### config.mk
export PLATFORM = sky130hd
export DESIGN_NAME = demux_1_2_buf
export DESIGN_NICKNAME = d
export VERILOG_FILES = /design/src/rtl/demux_pkg.sv /design/src/rtl/sync_fifo.sv /design/src/rtl/demux_1_2_buf.sv
export SDC_FILE = /design/constraint.sdc
export NUM_CORES = 1
export LEC_CHECK = 0
export ABC_AREA = 1
export BUFFER_PORTS_ARGS = -buffer_cell sky130_fd_sc_hd__buf_2
export CORE_MARGIN = 1.5
export CORE_UTILIZATION = 50
export DETAILED_ROUTE_END_ITERATION = 8
export PLACE_DENSITY = 0.7
export SETUP_SLACK_MARGIN = 0.2
export SLEW_MARGIN = 15
export SYNTH_ARGS = -nofsm -noshare
export SYNTH_HDL_FRONTEND = slang
export SYNTH_SLANG_ARGS = --single-unit
export TNS_END_PERCENT = 5
### constraint.sdc
create_clock -name clk -period 5.83 [get_ports clk]
set_input_delay 1.166 -clock clk [delete_from_list [all_inputs] [get_ports clk]]
set_output_delay 1.166 -clock clk [all_outputs]
set_load 0.05 [all_outputs]
### src/rtl/demux_pkg.sv
// Shared definitions for the buffered 1-to-2 stream demultiplexer.
package demux_pkg;

    localparam logic SEL_A = 1'b1;
    localparam logic SEL_B = 1'b0;

    // Occupancy counters must hold the value DEPTH itself, hence the extra bit.
    function automatic int count_w(input int depth);
        return $clog2(depth) + 1;
    endfunction

endpackage

### src/rtl/sync_fifo.sv
// First-word-fall-through synchronous FIFO: dout always shows the head entry.
module sync_fifo
    import demux_pkg::*;
#(
    parameter int WIDTH = 32,
    parameter int DEPTH = 2
) (
    input  logic                      clk,
    input  logic                      rst,
    input  logic                      push,
    input  logic                      pop,
    input  logic [WIDTH-1:0]          din,
    output logic [WIDTH-1:0]          dout,
    output logic                      full,
    output logic                      empty,
    output logic [count_w(DEPTH)-1:0] count
);

    localparam int PW = $clog2(DEPTH);
    localparam int CW = count_w(DEPTH);

    logic [WIDTH-1:0] mem [DEPTH];
    logic [PW-1:0]    wr_ptr;
    logic [PW-1:0]    rd_ptr;
    logic             do_push;
    logic             do_pop;

    // Requests against a full or empty FIFO are dropped here as well as upstream.
    assign do_push = push && !full;
    assign do_pop  = pop && !empty;

    // NOTE: storage is reset too, so dout reads 0 after reset instead of stale data.
    always_ff @(posedge clk or posedge rst) begin
        if (rst) begin
            wr_ptr <= '0;
            rd_ptr <= '0;
            count  <= '0;
            for (int i = 0; i < DEPTH; i++) begin
                mem[i] <= '0;
            end
        end else begin
            // NOTE: non-blocking assignments keep every update based on pre-edge values.
            if (do_push) begin
                mem[wr_ptr] <= din;
                wr_ptr      <= wr_ptr + 1'b1;
            end
            if (do_pop) begin
                rd_ptr <= rd_ptr + 1'b1;
            end
            if (do_push && !do_pop) begin
                count <= count + 1'b1;
            end else if (do_pop && !do_push) begin
                count <= count - 1'b1;
            end
        end
    end

    assign dout  = mem[rd_ptr];
    assign full  = (count == CW'(DEPTH));
    assign empty = (count == '0);

endmodule

### src/rtl/demux_1_2_buf.sv
// Buffered 1-to-2 stream demux: in_sel steers each input word into channel A or B.
module demux_1_2_buf
    import demux_pkg::*;
#(
    parameter int WIDTH = 32,
    parameter int DEPTH = 2
) (
    input  logic                      clk,
    input  logic                      rst,
    input  logic                      in_valid,
    output logic                      in_ready,
    input  logic                      in_sel,
    input  logic [WIDTH-1:0]          in_data,
    output logic                      a_valid,
    input  logic                      a_ready,
    output logic [WIDTH-1:0]          a_data,
    output logic                      b_valid,
    input  logic                      b_ready,
    output logic [WIDTH-1:0]          b_data,
    output logic [count_w(DEPTH)-1:0] a_count,
    output logic [count_w(DEPTH)-1:0] b_count
);

    logic a_full;
    logic b_full;
    logic a_empty;
    logic b_empty;
    logic push_a;
    logic push_b;

    // Ready follows only the addressed channel, so a full channel never blocks the other.
    assign in_ready = (in_sel == SEL_A) ? !a_full : !b_full;
    assign push_a   = in_valid && in_ready && (in_sel == SEL_A);
    assign push_b   = in_valid && in_ready && (in_sel == SEL_B);

    assign a_valid = !a_empty;
    assign b_valid = !b_empty;

    sync_fifo #(.WIDTH(WIDTH), .DEPTH(DEPTH)) u_fifo_a (
        .clk   (clk),
        .rst   (rst),
        .push  (push_a),
        .pop   (a_valid && a_ready),
        .din   (in_data),
        .dout  (a_data),
        .full  (a_full),
        .empty (a_empty),
        .count (a_count)
    );

    sync_fifo #(.WIDTH(WIDTH), .DEPTH(DEPTH)) u_fifo_b (
        .clk   (clk),
        .rst   (rst),
        .push  (push_b),
        .pop   (b_valid && b_ready),
        .din   (in_data),
        .dout  (b_data),
        .full  (b_full),
        .empty (b_empty),
        .count (b_count)
    );

endmodule

==> results of run 1 <==
-- registers in the layout, summed over array words and instances, names as in the netlist --
signal,flops
u_fifo_b.count,2
u_fifo_a.wr_ptr,1
u_fifo_a.mem,64
u_fifo_a.rd_ptr,1
u_fifo_b.wr_ptr,1
u_fifo_b.rd_ptr,1
u_fifo_a.count,2
u_fifo_b.mem,64
-- through the flow --
step	util	area (µm²)	hold slack (ns)	setup slack [ns]
after floorplan	-	6440	0.449	1.02
after global placement	0.560	7040	0.462	2.73
after detailed placement	0.560	7040	0.465	2.68
after CTS	0.605	7600	0.481	2.30
after global routing	0.605	7600	0.486	2.13
final	0.605	7600	0.479	2.31
-- worst paths after layout --
check / start / endpoint / slack (ns) / cells after the start
max in group asynchronous: rst / u_fifo_a.rd_ptr / 3.45 / 3
min in group asynchronous: rst / u_fifo_a.mem[35] / 0.90 / 2
worst min register to register: u_fifo_a.mem[34] / u_fifo_a.mem[34] / 0.48 / 2
worst max register to register: u_fifo_b.wr_ptr / u_fifo_b.mem[41] / 3.44 / 5
worst max-delay path: u_fifo_a.rd_ptr / a_data[14] / 2.31 / 6
worst min-delay path: u_fifo_a.mem[34] / u_fifo_a.mem[34] / 0.48 / 2
-- cell families (layout without fill, tap and decap cells) --
group | after synthesis | count (layout) | synth area share
flops | 136 | 136 | 0.528
xor+xnor | 4 | 4 | 0.00544
buf+inv | 80 | 168 | 0.0509
simple gates | 605 | 605 | 0.406
fa+ha+maj | 2 | 2 | 0.00389
compound gates | 4 | 4 | 0.00544
-- layer usage --
metal  vias up  GRT usage  wire (µm)  part of all wire
met5         -          0          0                 0
met4         0      0.134        546             0.029
met3        50     0.0597       1340             0.070
met2       298      0.475       9050              0.48
met1      3091      0.379       8100              0.43
li1       2870          -          -                 -
-- worst max-delay path: stages (launching register included) --
cell	delay (ns)
dfrtp_1	0.32
buf_4	0.37
clkinv_1	0.50
buf_4	0.40
nand2_1	0.09
nand2_1	0.05
buf_2	0.20
-- cells in the final DEF (no fill, tap or decap), types with 3 or more instances in the layout --
| cell | n |
|---|---|
| nand2_1 | 465 |
| dfrtp_1 | 136 |
| buf_4 | 16 |
| inv_1 | 9 |
| nand4_1 | 134 |
| clkinv_2 | 7 |
| clkbuf_16 | 17 |
| clkinv_1 | 3 |
| clkbuf_8 | 4 |
| buf_2 | 107 |
-- final cells by class --
| cell class | count | area (µm²) |
|---|---|---|
| Timing Repair Buffer | 123 | 656 |
| Sequential cell | 136 | 3400 |
| Tap cell | 172 | 215 |
| Inverter | 13 | 51.3 |
| Clock inverter | 9 | 72.6 |
| Multi-Input combinational cell | 615 | 2720 |
| Clock buffer | 23 | 488 |
| Fill cell | 1119 | 4970 |
==> key figures, run 1 <==
Run status
  – Run status: completed

Synthesis
  – Synth Flop Type: dfrtp_1
  – Ys Warns: 0
  – Synthesized area: 6440 µm²
  – Syn avg cell area: 7.75 µm²
  – Largest cells by area after synthesis: dfrtp_1 (53%), nand2_1 (27%), nand4_1 (13%), clkbuf_1 (2.5%), buf_2 (1.7%)
  – Post-synth top area share: 0.528
  – Most common cell in the netlist: nand2_1
  – Yosys reg bits: 136
  – Cell variety after synth: 17
  – Synth Net Count: 871
  – Post-synth EDFFs: 0
  – Cell taking the most area after synthesis: dfrtp_1
  – Post-synth ARST share: 1.00
  – Post-synth top cells: nand2_1 (465), dfrtp_1 (136), nand4_1 (134)
  – Cells after synthesis: 831
  – Seq/Total Area, Yosys: 0.528

Critical path
  – Critical Path End Type: output port
  – Worst setup SP type: flop
  – Worst Path Arrival: 2.36 ns
  – Critical path class: reg2out
  – WP data required: 4.66 ns
  – Max FO, Critical Path: 33

Routing
  – Drt total wl: 19.0 mm
  – Via count: 6309
  – DRC Markers: 0
  – Drt first pass iters: 6
  – Post-DRT Antenna Nets: 0
  – Routed WL per cell: 17.5 µm
  – DRT iter0 DRCs: 682
  – Drt via density: 5.78

Finish
  – Area Overhead vs Synth: 18.0%
  – Ant. Diodes: 0
  – Post-route insts no fill: 1091
  – Layout Nets: 946
  – Fraction of layout cells with a size suffix above 1: 0.172

Clocking
  – CTS tree: built
  – Clock Sinks: 136
  – Root buffer cell: clkbuf_16
  – Post-CTS resize count: 0
  – H-tree level count: 4
  – Cts hold-fix bufs: 0
  – Clk slew on worst S/H paths: 0.06 ns
  – Worst-Skew Late Latency: 0.42 ns
  – CTS buffer count: 17
  – Max Root-Sink Buffers: 2
  – Number of post-CTS setup repair buffers: 0

Timing
  – Worst slew pin tran: 1.15 ns
  – Setup TNS: 0 ns
  – Skew final: 0.00727 ns
  – Tmin final: 3.52 ns
  – RSZ-0062 raised after global routing: no
  – Setup violators final: 0
  – Final Cycle Share: 0.604
  – Worst rel slew slack: 0.231
  – Slew Limit Fails: 0
  – Final hold vios: 0
  – Peak Freq: 284 MHz

Placed design
  – Post-Place Cells: 1059
  – GPL Wtd Cong: 0.804
  – Post-DP HPWL: 11.3 mm
  – PortBufs: 108

Global route
  – Antenna violations before repair: 0
  – Grt ovf: 0
  – Largest net degree at the start of global routing: 91
  – First-pass GRT wire length: 30.1 mm
  – Vias in the first global route: 6015
  – GRT Util Overall: 0.292

Die
  – Io pins: 109
  – Die ar.: 13600 µm²
  – Num rows: 41
  – Initial Utilization: 0.512
  – Die H: 116 µm
  – Core Area: 12600 µm²
  – DIE WIDTH: 116 µm

Hold path
  – Min-delay worst type: reg2reg

Flow run
  – MaxCap Viol Count: 0
Power of run 1 is left out: the tool's default activity adds up to more than one toggle a clock period on the data nets, which glitch-free logic cannot reach.
==> run 2, diff against run 1 <==
Clock period 5.83 ns to 3.5 ns, I/O delays scaled along.
==> run 2 against run 1 <==
Against the previous run: die area unchanged; non-clock buffer count up 2; global-route usage up 0.45 points; worst hold slack worse by 0.039 ns; via count down 1.4%; clock-buffer cell count down 1; cell count about the same; sequential share of layout area down 0.15 points; register-to-register slack worse by 1.9 ns; first-iteration DRC count up 5.3%.
==> key figures, run 2 (synthesis results as in run 1) <==
Run status
  – Run status: completed

Timing
  – Worst slew pin tran: 0.896 ns
  – Slew Limit Fails: 0
  – RSZ-0062 raised after global routing: no
  – Final hold vios: 0
  – Setup TNS: 0 ns
  – Final Cycle Share: 0.747
  – Tmin final: 2.62 ns
  – Peak Freq: 382 MHz
  – Skew final: 0.00756 ns
  – Worst rel slew slack: 0.402
  – Setup violators final: 0

Clocking
  – Clock Sinks: 136
  – Post-CTS resize count: 0
  – Cts hold-fix bufs: 0
  – Clk slew on worst S/H paths: 0.05 ns
  – Number of post-CTS setup repair buffers: 0
  – Max Root-Sink Buffers: 2
  – CTS tree: built
  – Root buffer cell: clkbuf_16
  – Worst-Skew Late Latency: 0.42 ns
  – H-tree level count: 4
  – CTS buffer count: 17

Routing
  – Drt via density: 5.70
  – DRC Markers: 0
  – Drt first pass iters: 5
  – Via count: 6223
  – Post-DRT Antenna Nets: 0
  – Routed WL per cell: 17.4 µm
  – DRT iter0 DRCs: 718
  – Drt total wl: 19.0 mm

Finish
  – # fillers: 1105
  – Area Overhead vs Synth: 18.5%
  – Biggest regs: u_fifo_a.mem: 64 flops, u_fifo_b.mem: 64 flops
  – FF/Latch Area: 3400 µm²
  – Post-route insts no fill: 1092
  – Final instance area: 7630 µm²
  – Ant. Diodes: 0
  – Commonest non-fill, non-tap cell in the layout: nand2_1
  – Most frequent cells in the layout: nand2_1 (465), dfrtp_1 (136), nand4_1 (134)
  – Fraction of layout cells with a size suffix above 1: 0.175
  – Multi-input gate area: 2720 µm²
  – Layout Nets: 948

Flow run
  – MaxCap Viol Count: 0

Global route
  – GRT Util Overall: 0.297
  – Antenna violations before repair: 0
  – Grt ovf: 0
  – Vias in the first global route: 6016
  – Largest net degree at the start of global routing: 87
  – First-pass GRT wire length: 30.8 mm

Critical path
  – Worst Path Arrival: 1.92 ns
  – Worst setup SP type: flop
  – Critical Path End Type: output port
  – Critical path class: reg2out
  – Max FO, Critical Path: 21
  – WP data required: 2.80 ns

Die
  – Io pins: 109
  – Num rows: 41
  – Die H: 116 µm
  – Core Area: 12600 µm²
  – DIE WIDTH: 116 µm
  – Die ar.: 13600 µm²
  – Initial Utilization: 0.512

Hold path
  – Min-delay worst type: in2async

Placed design
  – PortBufs: 108
  – Post-DP HPWL: 11.4 mm
  – GPL Wtd Cong: 0.868
  – Post-DP Area: 7070 µm²
  – Post-Place Cells: 1061
==> run 2: cell types whose count changed in the layout (fill, tap and decap cells not counted) <==
cell,delta
inv_2,+1
inv_4,-1
clkinv_1,-2
clkbuf_1,-1
clkinv_4,+1
buf_4,+1
buf_12,+1
inv_1,+1
==> run 2: worst paths after layout <==
kind	start	endpoint	slack, ns	depth (start not counted)
min	rst	u_fifo_a.mem[24]	0.44	2
min in group clk	u_fifo_b.mem[55]	u_fifo_b.mem[55]	0.48	2
min reg2reg	u_fifo_b.mem[55]	u_fifo_b.mem[55]	0.48	2
max	u_fifo_b.rd_ptr	b_data[30]	0.88	5
max in group asynchronous	rst	u_fifo_b.count[0]	2.16	3
max reg2reg	u_fifo_b.count[0]	u_fifo_b.mem[19]	1.57	5
==> run 2: layout make-up <==
| type | instances | area share |
|---|---|---|
| Sequential cell | 136 | 0.446 |
| Multi-Input combinational cell | 615 | 0.356 |
| Timing Repair Buffer | 125 | 0.0896 |
| Clock buffer | 22 | 0.0635 |
| Tap cell | 172 | 0.0282 |
| Clock inverter | 9 | 0.00968 |
| Inverter | 13 | 0.00689 |
==> run 2: metal layers <==
metal | vias up | global-route usage | share of wire
li1 | 2867 | - | -
met1 | 3026 | 0.402 | 0.42
met4 | 0 | 0.113 | 0.022
met5 | - | 0 | 0
met2 | 291 | 0.484 | 0.49
met3 | 39 | 0.0488 | 0.066
==> run 2: per-stage QoR <==
stage               setup slack (ns)   util  hold slack (ns)
floorplan                       1.11      -            0.449
CTS                            0.404  0.607            0.466
finish                         0.884  0.607            0.440
global placement                1.03  0.563            0.461
detailed placement             0.910  0.563            0.465
global route                   0.791  0.607            0.494
==> run 2: critical path, stage by stage, from the launching register on <==
cell	delay, ns
dfrtp_1	0.36
clkinv_1	0.35
buf_4	0.38
nand2_1	0.08
nand2_1	0.09
buf_2	0.23
Power of run 2 is left out for the same reason.
==> run 3, diff against run 2 <==
Settings changed: ABC_AREA 1 to 0, PLACE_DENSITY 0.7 to 0.71.
Clock period 3.5 ns to 2.5 ns, I/O delays scaled along.
==> run 3 against run 2 <==
Against the previous run: non-clock buffer count decreased by 5; synthesized area decreased by 8.3%; die area decreased by 8.1%; register-to-register slack got worse by 0.99 ns; critical path type unchanged.
==> key figures, run 3 <==
Run status
  – Run status: completed

Clocking
  – Max Root-Sink Buffers: 2
  – Clock Sinks: 136
  – Clk slew on worst S/H paths: 0.06 ns
  – Number of post-CTS setup repair buffers: 0
  – Post-CTS resize count: 0
  – Root buffer cell: clkbuf_16
  – H-tree level count: 4
  – Cts hold-fix bufs: 0
  – CTS tree: built
  – CTS buffer count: 17
  – Worst-Skew Late Latency: 0.41 ns

Synthesis
  – Synthesized area: 5910 µm²
  – Cells after synthesis: 380
  – Syn avg cell area: 15.5 µm²
  – Largest cells by area after synthesis: dfrtp_1 (58%), mux2_2 (36%), mux2_1 (0.95%), xor2_1 (0.89%), buf_2 (0.85%)
  – Post-synth top area share: 0.576
  – Seq/Total Area, Yosys: 0.576
  – Ys Warns: 0
  – Cell taking the most area after synthesis: dfrtp_1
  – Post-synth ARST share: 1.00
  – Post-synth EDFFs: 0
  – Synth Net Count: 420
  – Synth Flop Type: dfrtp_1
  – Most common cell in the netlist: mux2_2
  – Post-synth top cells: mux2_2 (187), dfrtp_1 (136), buf_2 (10)
  – Cell variety after synth: 21
  – Yosys reg bits: 136

Timing
  – Worst rel slew slack: 0.576
  – Slew Limit Fails: 0
  – RSZ-0062 raised after global routing: no
  – Final hold vios: 0
  – Worst slew pin tran: 0.637 ns
  – Skew final: 0.00631 ns
  – Setup violators final: 0
  – Setup TNS: 0 ns
  – Final Cycle Share: 0.860
  – Peak Freq: 465 MHz
  – Tmin final: 2.15 ns

Routing
  – Drt first pass iters: 4
  – DRT iter0 DRCs: 164
  – Drt total wl: 12.2 mm
  – DRC Markers: 0
  – Drt via density: 5.36
  – Routed WL per cell: 18.6 µm
  – Post-DRT Antenna Nets: 0
  – Via count: 3497

Finish
  – Most frequent cells in the layout: mux2_2 (187), dfrtp_1 (134), buf_2 (108)
  – Post-route insts no fill: 652
  – Area Overhead vs Synth: 22.4%
  – Final Util: 0.631
  – Final instance area: 7230 µm²
  – Biggest regs: u_fifo_a.mem: 64 flops, u_fifo_b.mem: 64 flops
  – Ant. Diodes: 0
  – Commonest non-fill, non-tap cell in the layout: mux2_2
  – Layout Nets: 538
  – Fraction of layout cells with a size suffix above 1: 0.674

Die
  – Initial Utilization: 0.515
  – Core Area: 11500 µm²
  – Die H: 112 µm
  – Die ar.: 12500 µm²
  – DIE WIDTH: 112 µm
  – Num rows: 39
  – Io pins: 109

Hold path
  – Min-delay worst type: in2async

Critical path
  – WP data required: 2.00 ns
  – Worst setup SP type: flop
  – Critical Path End Type: output port
  – Max FO, Critical Path: 17
  – Worst Path Arrival: 1.65 ns
  – Critical path class: reg2out

Placed design
  – GPL Wtd Cong: 0.715
  – Post-Place Cells: 622
  – Post-DP HPWL: 7.94 mm
  – Post-DP Area: 6640 µm²
  – PortBufs: 108

Global route
  – GRT Util Overall: 0.212
  – Largest net degree at the start of global routing: 86
  – Vias in the first global route: 3924
  – First-pass GRT wire length: 20.4 mm
  – Antenna violations before repair: 0
  – Grt ovf: 0

Flow run
  – MaxCap Viol Count: 0
run 3: changes by cell type in the layout (fill, tap and decap cells not counted), moves of 4 or more:
cell	before	now
buf_4	17	11
xor2_1	2	6
nand2_1	465	3
mux2_2	0	187
nand4_1	134	0
mux2_1	0	5
clkinv_2	7	3
inv_1	10	0
run 3: through the flow:
stage | setup slack (ns) | hold WS (ns)
floorplan | 0.307 | 0.454
global placement | 0.551 | 0.465
detailed placement | 0.523 | 0.475
CTS | 0.320 | 0.235
global route | 0.274 | 0.255
finish | 0.350 | 0.222
run 3: worst paths after layout:
kind,start,to,slack (ns),cells past startpoint
setup / recovery,u_fifo_b.rd_ptr,b_data[6],0.35,3
hold / removal,rst,u_fifo_b.mem[46],0.22,3
setup reg to reg,u_fifo_a.count[0],u_fifo_a.mem[25],0.58,4
hold reg to reg,u_fifo_a.mem[24],u_fifo_a.mem[24],0.48,1
max in group asynchronous,rst,u_fifo_b.rd_ptr,1.71,3
min in group clk,in_data[24],u_fifo_a.mem[24],0.35,2
run 3: routing by layer:
| metal | global-route usage | routed length (µm) |
|---|---|---|
| met5 | 0 | 0 |
| met4 | 0.0785 | 138 |
| met3 | 0.0528 | 506 |
| met2 | 0.348 | 6220 |
| met1 | 0.273 | 5290 |
run 3: final cells by class:
class	count	area (µm²)
Clock buffer	22	474
Clock inverter	8	121
Fill cell	867	4230
Inverter	1	7.51
Multi-Input combinational cell	222	2400
Sequential cell	136	3410
Tap cell	143	179
Timing Repair Buffer	120	643
run 3: cells by family after synthesis:
family,Yosys count,share of synthesized area
adders and majority gates,2,0.00423
DFF,136,0.576
AOI/OAI and AO/OA,1,0.000846
and+or+nand+nor,17,0.0182
muxes,192,0.366
buffers and inverters,22,0.0199
xor gates and xnor gates,10,0.0148
run 3: critical path: stages, from the launching register on:
cell and delay [ns]:
dfrtp_2 0.35, buf_4 0.28, mux2_2 0.39, buf_2 0.22
Power of run 3 is left out for the same reason.
